### src/rtl/cross_mul_arbiter_if.sv
// Requester-side bus of the shared cross-term unit.
// Operand buses are flat: requester i owns slice [i*W +: W] of req_a..req_d.
interface cross_mul_arbiter_if #(
  parameter int NUM_REQ = 2,
  parameter int W       = 10
);
  logic [NUM_REQ-1:0]   req_valid;
  logic [NUM_REQ-1:0]   req_lock;
  logic [NUM_REQ*W-1:0] req_a;
  logic [NUM_REQ*W-1:0] req_b;
  logic [NUM_REQ*W-1:0] req_c;
  logic [NUM_REQ*W-1:0] req_d;
  logic [NUM_REQ-1:0]   req_ready;
  logic [NUM_REQ-1:0]   resp_valid;
  logic [2*W+1:0]       resp_data;

  modport master (
    output req_valid, req_lock, req_a, req_b, req_c, req_d,
    input  req_ready, resp_valid, resp_data
  );

  modport slave (
    input  req_valid, req_lock, req_a, req_b, req_c, req_d,
    output req_ready, resp_valid, resp_data
  );
endinterface

### src/rtl/cross_mul_arbiter.sv
// cross_mul_arbiter: round-robin (or fixed-priority) arbiter in front of one
// pipelined signed cross-term unit P = (A-B)*(C-D), latency 2, one op/cycle.
// A requester may lock the unit so both halves of a cross product issue
// back to back.
// Optional feature: define CMA_FIXED_PRIO_EN for lowest-index-wins
// arbitration instead of round-robin (lock behaviour is unchanged).
module cross_mul_arbiter #(
  parameter int NUM_REQ = 2,
  parameter int W       = 10
) (
  input  logic               clk,
  input  logic               reset,
  cross_mul_arbiter_if.slave bus
);
  localparam int IW     = (NUM_REQ > 1) ? $clog2(NUM_REQ) : 1;
  localparam int DW     = W + 1;
  localparam int PW     = 2 * W + 2;
  localparam int STAGES = 2;

  typedef enum logic {ARB, LOCK} state_t;

  state_t            state_q, state_d;
  logic [IW-1:0]     owner_q, owner_d;
  logic [IW-1:0]     rr_ptr_q, rr_ptr_d;

  logic              gnt_vld;
  logic [IW-1:0]     gnt_idx;
  logic [IW-1:0]     cand;
  logic              accept;

  logic [NUM_REQ-1:0][W-1:0] a_v, b_v, c_v, d_v;

  logic [STAGES:1]           vld_pipe_q, vld_pipe_d;
  logic [STAGES:1][IW-1:0]   tag_q, tag_d;
  logic signed [DW-1:0]      da_q, da_d, dc_q, dc_d;
  logic signed [PW-1:0]      p_q, p_d;

  assign a_v = bus.req_a;
  assign b_v = bus.req_b;
  assign c_v = bus.req_c;
  assign d_v = bus.req_d;

  // Grant select: owner only while locked, otherwise search the valid requesters.
  always_comb begin
    gnt_vld = 1'b0;
    gnt_idx = '0;
    cand    = '0;
    if (state_q == LOCK) begin
      gnt_vld = bus.req_valid[owner_q];
      gnt_idx = owner_q;
    end else begin
`ifdef CMA_FIXED_PRIO_EN
      // Reverse scan so the lowest index is the last (winning) assignment.
      for (int k = NUM_REQ - 1; k >= 0; k--) begin
        cand = IW'(k);
        if (bus.req_valid[cand]) begin
          gnt_vld = 1'b1;
          gnt_idx = cand;
        end
      end
`else
      // Reverse scan from rr_ptr so the nearest requester at/after it wins.
      for (int k = NUM_REQ - 1; k >= 0; k--) begin
        cand = IW'((int'(rr_ptr_q) + k) % NUM_REQ);
        if (bus.req_valid[cand]) begin
          gnt_vld = 1'b1;
          gnt_idx = cand;
        end
      end
`endif
    end
  end

  // Ready is the one-hot grant; a grant only exists when that requester is valid.
  always_comb begin
    bus.req_ready = '0;
    if (gnt_vld) bus.req_ready[gnt_idx] = 1'b1;
  end

  assign accept = gnt_vld;

  // Next arbitration state: pointer advance, lock capture and release.
  always_comb begin
    state_d  = state_q;
    owner_d  = owner_q;
    rr_ptr_d = rr_ptr_q;
    if (accept) begin
      if (state_q == ARB) begin
`ifndef CMA_FIXED_PRIO_EN
        rr_ptr_d = IW'((int'(gnt_idx) + 1) % NUM_REQ);
`endif
        if (bus.req_lock[gnt_idx]) begin
          state_d = LOCK;
          owner_d = gnt_idx;
        end
      end else if (!bus.req_lock[gnt_idx]) begin
        state_d = ARB;
      end
    end
  end

  // Datapath next values: zero-extend then subtract gives W+1-bit signed differences.
  always_comb begin
    vld_pipe_d = {vld_pipe_q[STAGES-1:1], accept};
    tag_d      = {tag_q[STAGES-1:1], gnt_idx};
    da_d       = da_q;
    dc_d       = dc_q;
    p_d        = p_q;
    if (accept) begin
      da_d = {1'b0, a_v[gnt_idx]} - {1'b0, b_v[gnt_idx]};
      dc_d = {1'b0, c_v[gnt_idx]} - {1'b0, d_v[gnt_idx]};
    end
    // Full-range (W+1)x(W+1) signed product always fits in 2W+2 bits.
    if (vld_pipe_q[1]) p_d = da_q * dc_q;
  end

  // Response strobe follows the tag of the op leaving stage 2.
  always_comb begin
    bus.resp_valid = '0;
    if (vld_pipe_q[STAGES]) bus.resp_valid[tag_q[STAGES]] = 1'b1;
  end

  assign bus.resp_data = p_q;

  // State and pipeline registers; reset flushes in-flight ops and drops any lock.
  always_ff @(posedge clk) begin
    if (reset) begin
      state_q    <= ARB;
      owner_q    <= '0;
      rr_ptr_q   <= '0;
      vld_pipe_q <= '0;
      tag_q      <= '0;
      da_q       <= '0;
      dc_q       <= '0;
      p_q        <= '0;
    end else begin
      state_q    <= state_d;
      owner_q    <= owner_d;
      rr_ptr_q   <= rr_ptr_d;
      vld_pipe_q <= vld_pipe_d;
      tag_q      <= tag_d;
      da_q       <= da_d;
      dc_q       <= dc_d;
      p_q        <= p_d;
    end
  end
endmodule
### src/flat_wrapper.sv
// flat-port wrapper written by rule: the top's interface ports become plain ports
module cross_mul_arbiter_flat 
#(
  parameter int NUM_REQ = 2,
  parameter int W       = 10
)
  (clk, reset, bus_req_valid, bus_req_lock, bus_req_a, bus_req_b, bus_req_c, bus_req_d, bus_req_ready, bus_resp_valid, bus_resp_data);
  cross_mul_arbiter_if #(.NUM_REQ(NUM_REQ), .W(W)) bus_i ();
  input  logic clk;
  input  logic reset;
  input wire logic [$bits(bus_i.req_valid)-1:0] bus_req_valid;
  input wire logic [$bits(bus_i.req_lock)-1:0] bus_req_lock;
  input wire logic [$bits(bus_i.req_a)-1:0] bus_req_a;
  input wire logic [$bits(bus_i.req_b)-1:0] bus_req_b;
  input wire logic [$bits(bus_i.req_c)-1:0] bus_req_c;
  input wire logic [$bits(bus_i.req_d)-1:0] bus_req_d;
  output wire logic [$bits(bus_i.req_ready)-1:0] bus_req_ready;
  output wire logic [$bits(bus_i.resp_valid)-1:0] bus_resp_valid;
  output wire logic [$bits(bus_i.resp_data)-1:0] bus_resp_data;
  assign bus_i.req_valid = bus_req_valid;
  assign bus_i.req_lock = bus_req_lock;
  assign bus_i.req_a = bus_req_a;
  assign bus_i.req_b = bus_req_b;
  assign bus_i.req_c = bus_req_c;
  assign bus_i.req_d = bus_req_d;
  assign bus_req_ready = bus_i.req_ready;
  assign bus_resp_valid = bus_i.resp_valid;
  assign bus_resp_data = bus_i.resp_data;
  cross_mul_arbiter #(.NUM_REQ(NUM_REQ), .W(W)) u_core (.clk(clk), .reset(reset), .bus(bus_i));
endmodule
### config.mk
export PLATFORM = sky130hd
export DESIGN_NAME = cross_mul_arbiter_flat
export DESIGN_NICKNAME = d
export VERILOG_FILES = /design/src/rtl/cross_mul_arbiter_if.sv /design/src/rtl/cross_mul_arbiter.sv /design/src/flat_wrapper.sv
export SDC_FILE = /design/constraint.sdc
export NUM_CORES = 1
export LEC_CHECK = 0
export ABC_CLOCK_PERIOD_IN_PS = 6900
export BUFFER_PORTS_ARGS = -buffer_cell sky130_fd_sc_hd__buf_2
export CORE_MARGIN = 4
export CORE_UTILIZATION = 60
export DETAILED_ROUTE_END_ITERATION = 8
export HOLD_SLACK_MARGIN = 0.08
export PLACE_DENSITY = 0.83
export SLEW_MARGIN = 15
export SYNTH_ARGS = -nofsm -noshare
export SYNTH_HDL_FRONTEND = slang
export SYNTH_SLANG_ARGS = --single-unit
### constraint.sdc
create_clock -name clk -period 6.9 [get_ports clk]
set_input_delay 1.38 -clock clk [delete_from_list [all_inputs] [get_ports clk]]
set_output_delay 1.38 -clock clk [all_outputs]
set_load 0.02 [all_outputs]
==> impl_metrics.csv <==
group,metric,value,unit
clock_tree,cts-root-buf,"clkbuf_16",
critical_path,cp_max_fo,12,
die,pin_count,112,
placed_design,pre_cts_slack,1620,ps
cells_and_area,finalNetCount,1259,
route,drt_iter0_drc,422,
synthesis,synth.top_cell.area_share,0.304,
clock_tree,cts_tree,"built",
timing,worstMarginPinSlew,1010,ps
route,drc_errors,0,
die,row_count,41,
critical_path,arrival,5530,ps
grt,grt_usage,0.258,
critical_path,cp.required,7100,ps
synthesis,synthDistinctLibCells,56,
power_and_ir_drop,total_power,2.40,mW
die,initial_core_util,0.616,
synthesis,synthFlopType,"dfxtp_1",
clock_tree,cts.sinks,51,
critical_path,worstSetupEndpointType,"flop",
grt,grt_pass1_wl,30700,um
cells_and_area,final_area,0.00863,mm^2
placed_design,gp_congestion,0.910,
power_and_ir_drop,p_leak,4.35,nW
synthesis,syn-instance-count,905,
synthesis,yosysWarningCount,0,
power_and_ir_drop,ir_worst_vdd,0.000146,V
power_and_ir_drop,power.density,278,mW/mm^2
timing,clock_skew,5.26,ps
placed_design,hpwlAfterDp,14600,um
critical_path,regToRegStartpoint,"u_core.dc_q[2]$_SDFFE_PP0N_",
timing,max_freq,0.188,GHz
placed_design,placed_area,0.00849,mm^2
clock_tree,cts_made_buffers,5,
synthesis,seq_area_frac_synth,0.130,
cells_and_area,mostFrequentLayoutCell,"inv_1",
clock_tree,cts_buffer_depth,2,
clock_tree,ctsHoldBuffers,0,
clock_tree,htreeDepth,2,
cells_and_area,multi_input_area,0.00606,mm^2
placed_design,numPortBuffers,111,
cells_and_area,stdcell_count,1160,
placed_design,dp.cells,1152,
die,core_area,0.0127,mm^2
timing,post-route-period-util,0.773,
grt,grt_max_degree,53,
synthesis,syn_area_per_cell,8.66,um^2
cells_and_area,fillers,1079,
critical_path,cp-start-kind,"flop",
run_status,status,"finished clean",
timing,rsz0062_at_grt,"no",
synthesis,synth_edf_count,0,
synthesis,async_reset_ff_frac,0,
route,antenna_left,0,
critical_path,ff2ff_path_depth,17,
synthesis,syn-num-nets,1177,
timing,setup_viol,0,
critical_path,cp-endpoint,"u_core.bus.resp_data[20]$_SDFFE_PP0P_",
die,fp.dieArea,0.0150,mm^2
synthesis,ys_ff_latch,51,
synthesis,synthesis.area,0.00784,mm^2
worst_hold_path,hp-class,"flop to flop",
timing,final_hold_viol_count,0,
clock_tree,clk_latency,300,ps
grt,antenna_found_initial,0,
cells_and_area,synthToLayoutAreaGrowth,10.1,%
timing,drv_slew,0,
clock_tree,cts_setup_buffers,0,
synthesis,synth_largest_area_cell,"fa_1",
cells_and_area,ff_latch_area,0.00102,mm^2
clock_tree,clk_pin_slew,70,ps
route,routed_wl,17800,um
timing,finalCriticalPeriod,5330,ps
timing,fin_tns_setup,0,ps
critical_path,crit_path_start,"u_core.dc_q[2]$_SDFFE_PP0N_",
synthesis,synthTopCellsByArea,"fa_1, dfxtp_1, ha_1",
route,vias,6291,
grt,gr-total-overflow,0,
critical_path,path_class,"flop to flop",
route,avgViaCountPerCell,5.42,
cells_and_area,antenna_cells,0,
grt,first_global_vias,6636,
timing,slew-limit-headroom,0.324,
die,die_x,122,um
cells_and_area,layout_common_cells,"inv_1, fa_1, buf_2",
flow_run,drv_cap,0,
die,die_height,122,um
route,dr.pass1.iters,5,
cells_and_area,drive_gt1_frac,0.152,
timing,timing.final.ws_setup,1570,ps
critical_path,reg2reg_to,"u_core.bus.resp_data[20]$_SDFFE_PP0P_",
route,wl_per_cell,15.3,um
critical_path,reg2reg_slack,1570,ps
clock_tree,cts_resized,0,
## logic make-up (layout without fill, tap and decap cells)
logic type / after synthesis / count (layout) / synth area share
multiplexers: 53 / 53 / 0.0705
flip-flops: 51 / 51 / 0.130
XOR/XNOR: 25 / 25 / 0.0279
AO/OA/AOI/OAI: 122 / 122 / 0.102
adder cells (fa/ha/maj): 186 / 186 / 0.411
AND/OR/NAND/NOR: 265 / 265 / 0.160
buffers and inverters: 203 / 286 / 0.0986
## how the worst min path moves through the flow
stage,from,to,slack (ps),depth (start not counted)
after detailed placement,u_core.tag_d[1]$_SDFF_PP0_,u_core.tag_q[1]$_SDFF_PP0_,440,1
after floorplan,u_core.tag_d[1]$_SDFF_PP0_,u_core.tag_q[1]$_SDFF_PP0_,410,1
after global routing,u_core.tag_d[1]$_SDFF_PP0_,u_core.tag_q[1]$_SDFF_PP0_,490,1
after CTS,u_core.tag_d[1]$_SDFF_PP0_,u_core.tag_q[1]$_SDFF_PP0_,450,1
final,u_core.tag_d[1]$_SDFF_PP0_,u_core.tag_q[1]$_SDFF_PP0_,450,1
after global placement,u_core.tag_d[1]$_SDFF_PP0_,u_core.tag_q[1]$_SDFF_PP0_,440,1
## report_power, final
group,internal [mW],switching [mW],leakage [nW]
Sequential,0.360,0.106,0.420
Clock,0.136,0.121,0.0710
Combinational,0.709,0.968,3.86
## cell type report
type,count,area share
sequential,51,0.118
clock inverter,2,0.00203
multi-input combinational,651,0.702
inverter,164,0.0713
timing repair buffer,114,0.0670
clock buffer,6,0.0149
tap,172,0.0249
## synthesized netlist by cell type (3+ instances only)
cell      instances
a211oi_1         11
a21boi_0          3
a21o_1            6
a21oi_1          33
a31oi_1           4
and2_1           55
and3_1            3
buf_2             9
clkbuf_1         29
dfxtp_1          51
fa_1            119
ha_1             67
inv_1           163
mux2_2           18
mux2i_1          35
nand2_1          87
nand2b_1          5
nand3_1           7
nand4_1           3
nor2_1           67
nor2b_1           8
nor3_1           18
nor4b_1           4
o21a_1           12
o21ai_0          21
o21ai_1           5
o22ai_1           3
or3_1             3
xnor2_1          19
xor2_1            6
## metrics by stage
step	hold slack, ps	utilization
finish	454	0.679
global route	488	0.679
CTS	454	0.679
detailed placement	441	0.667
global placement	443	0.667
floorplan	414	-
## routing by layer
metal,vias to the layer above,global-route usage,routed length [um]
met1,2997,0.342,7580
met3,39,0.0341,1170
met4,0,0.0833,522
met5,-,0,0
li1,3026,-,-
met2,229,0.441,8520
## worst max-delay path: stages, from the launching register on
cell,delay [ps]
dfxtp_1,580
nand2_1,140
fa_1,580
fa_1,470
fa_1,560
inv_1,60
fa_1,530
inv_1,50
fa_1,520
inv_1,40
ha_1,340
a21oi_1,250
o22ai_1,170
a2111o_1,440
nand2_1,90
o21ai_1,70
xnor2_1,140
a22o_1,190
## sequential cells by signal, summed over array words and instances, names as in the netlist
register / cells
u_core.owner_q: 1
u_core.dc_q: 11
u_core.tag_q: 1
u_core.da_q: 11
u_core.rr_ptr_q: 1
u_core.tag_d: 1
u_core.state_q: 1
u_core.vld_pipe_q: 2
u_core.bus.resp_data: 22
Power figures use the tool's default switching activity.
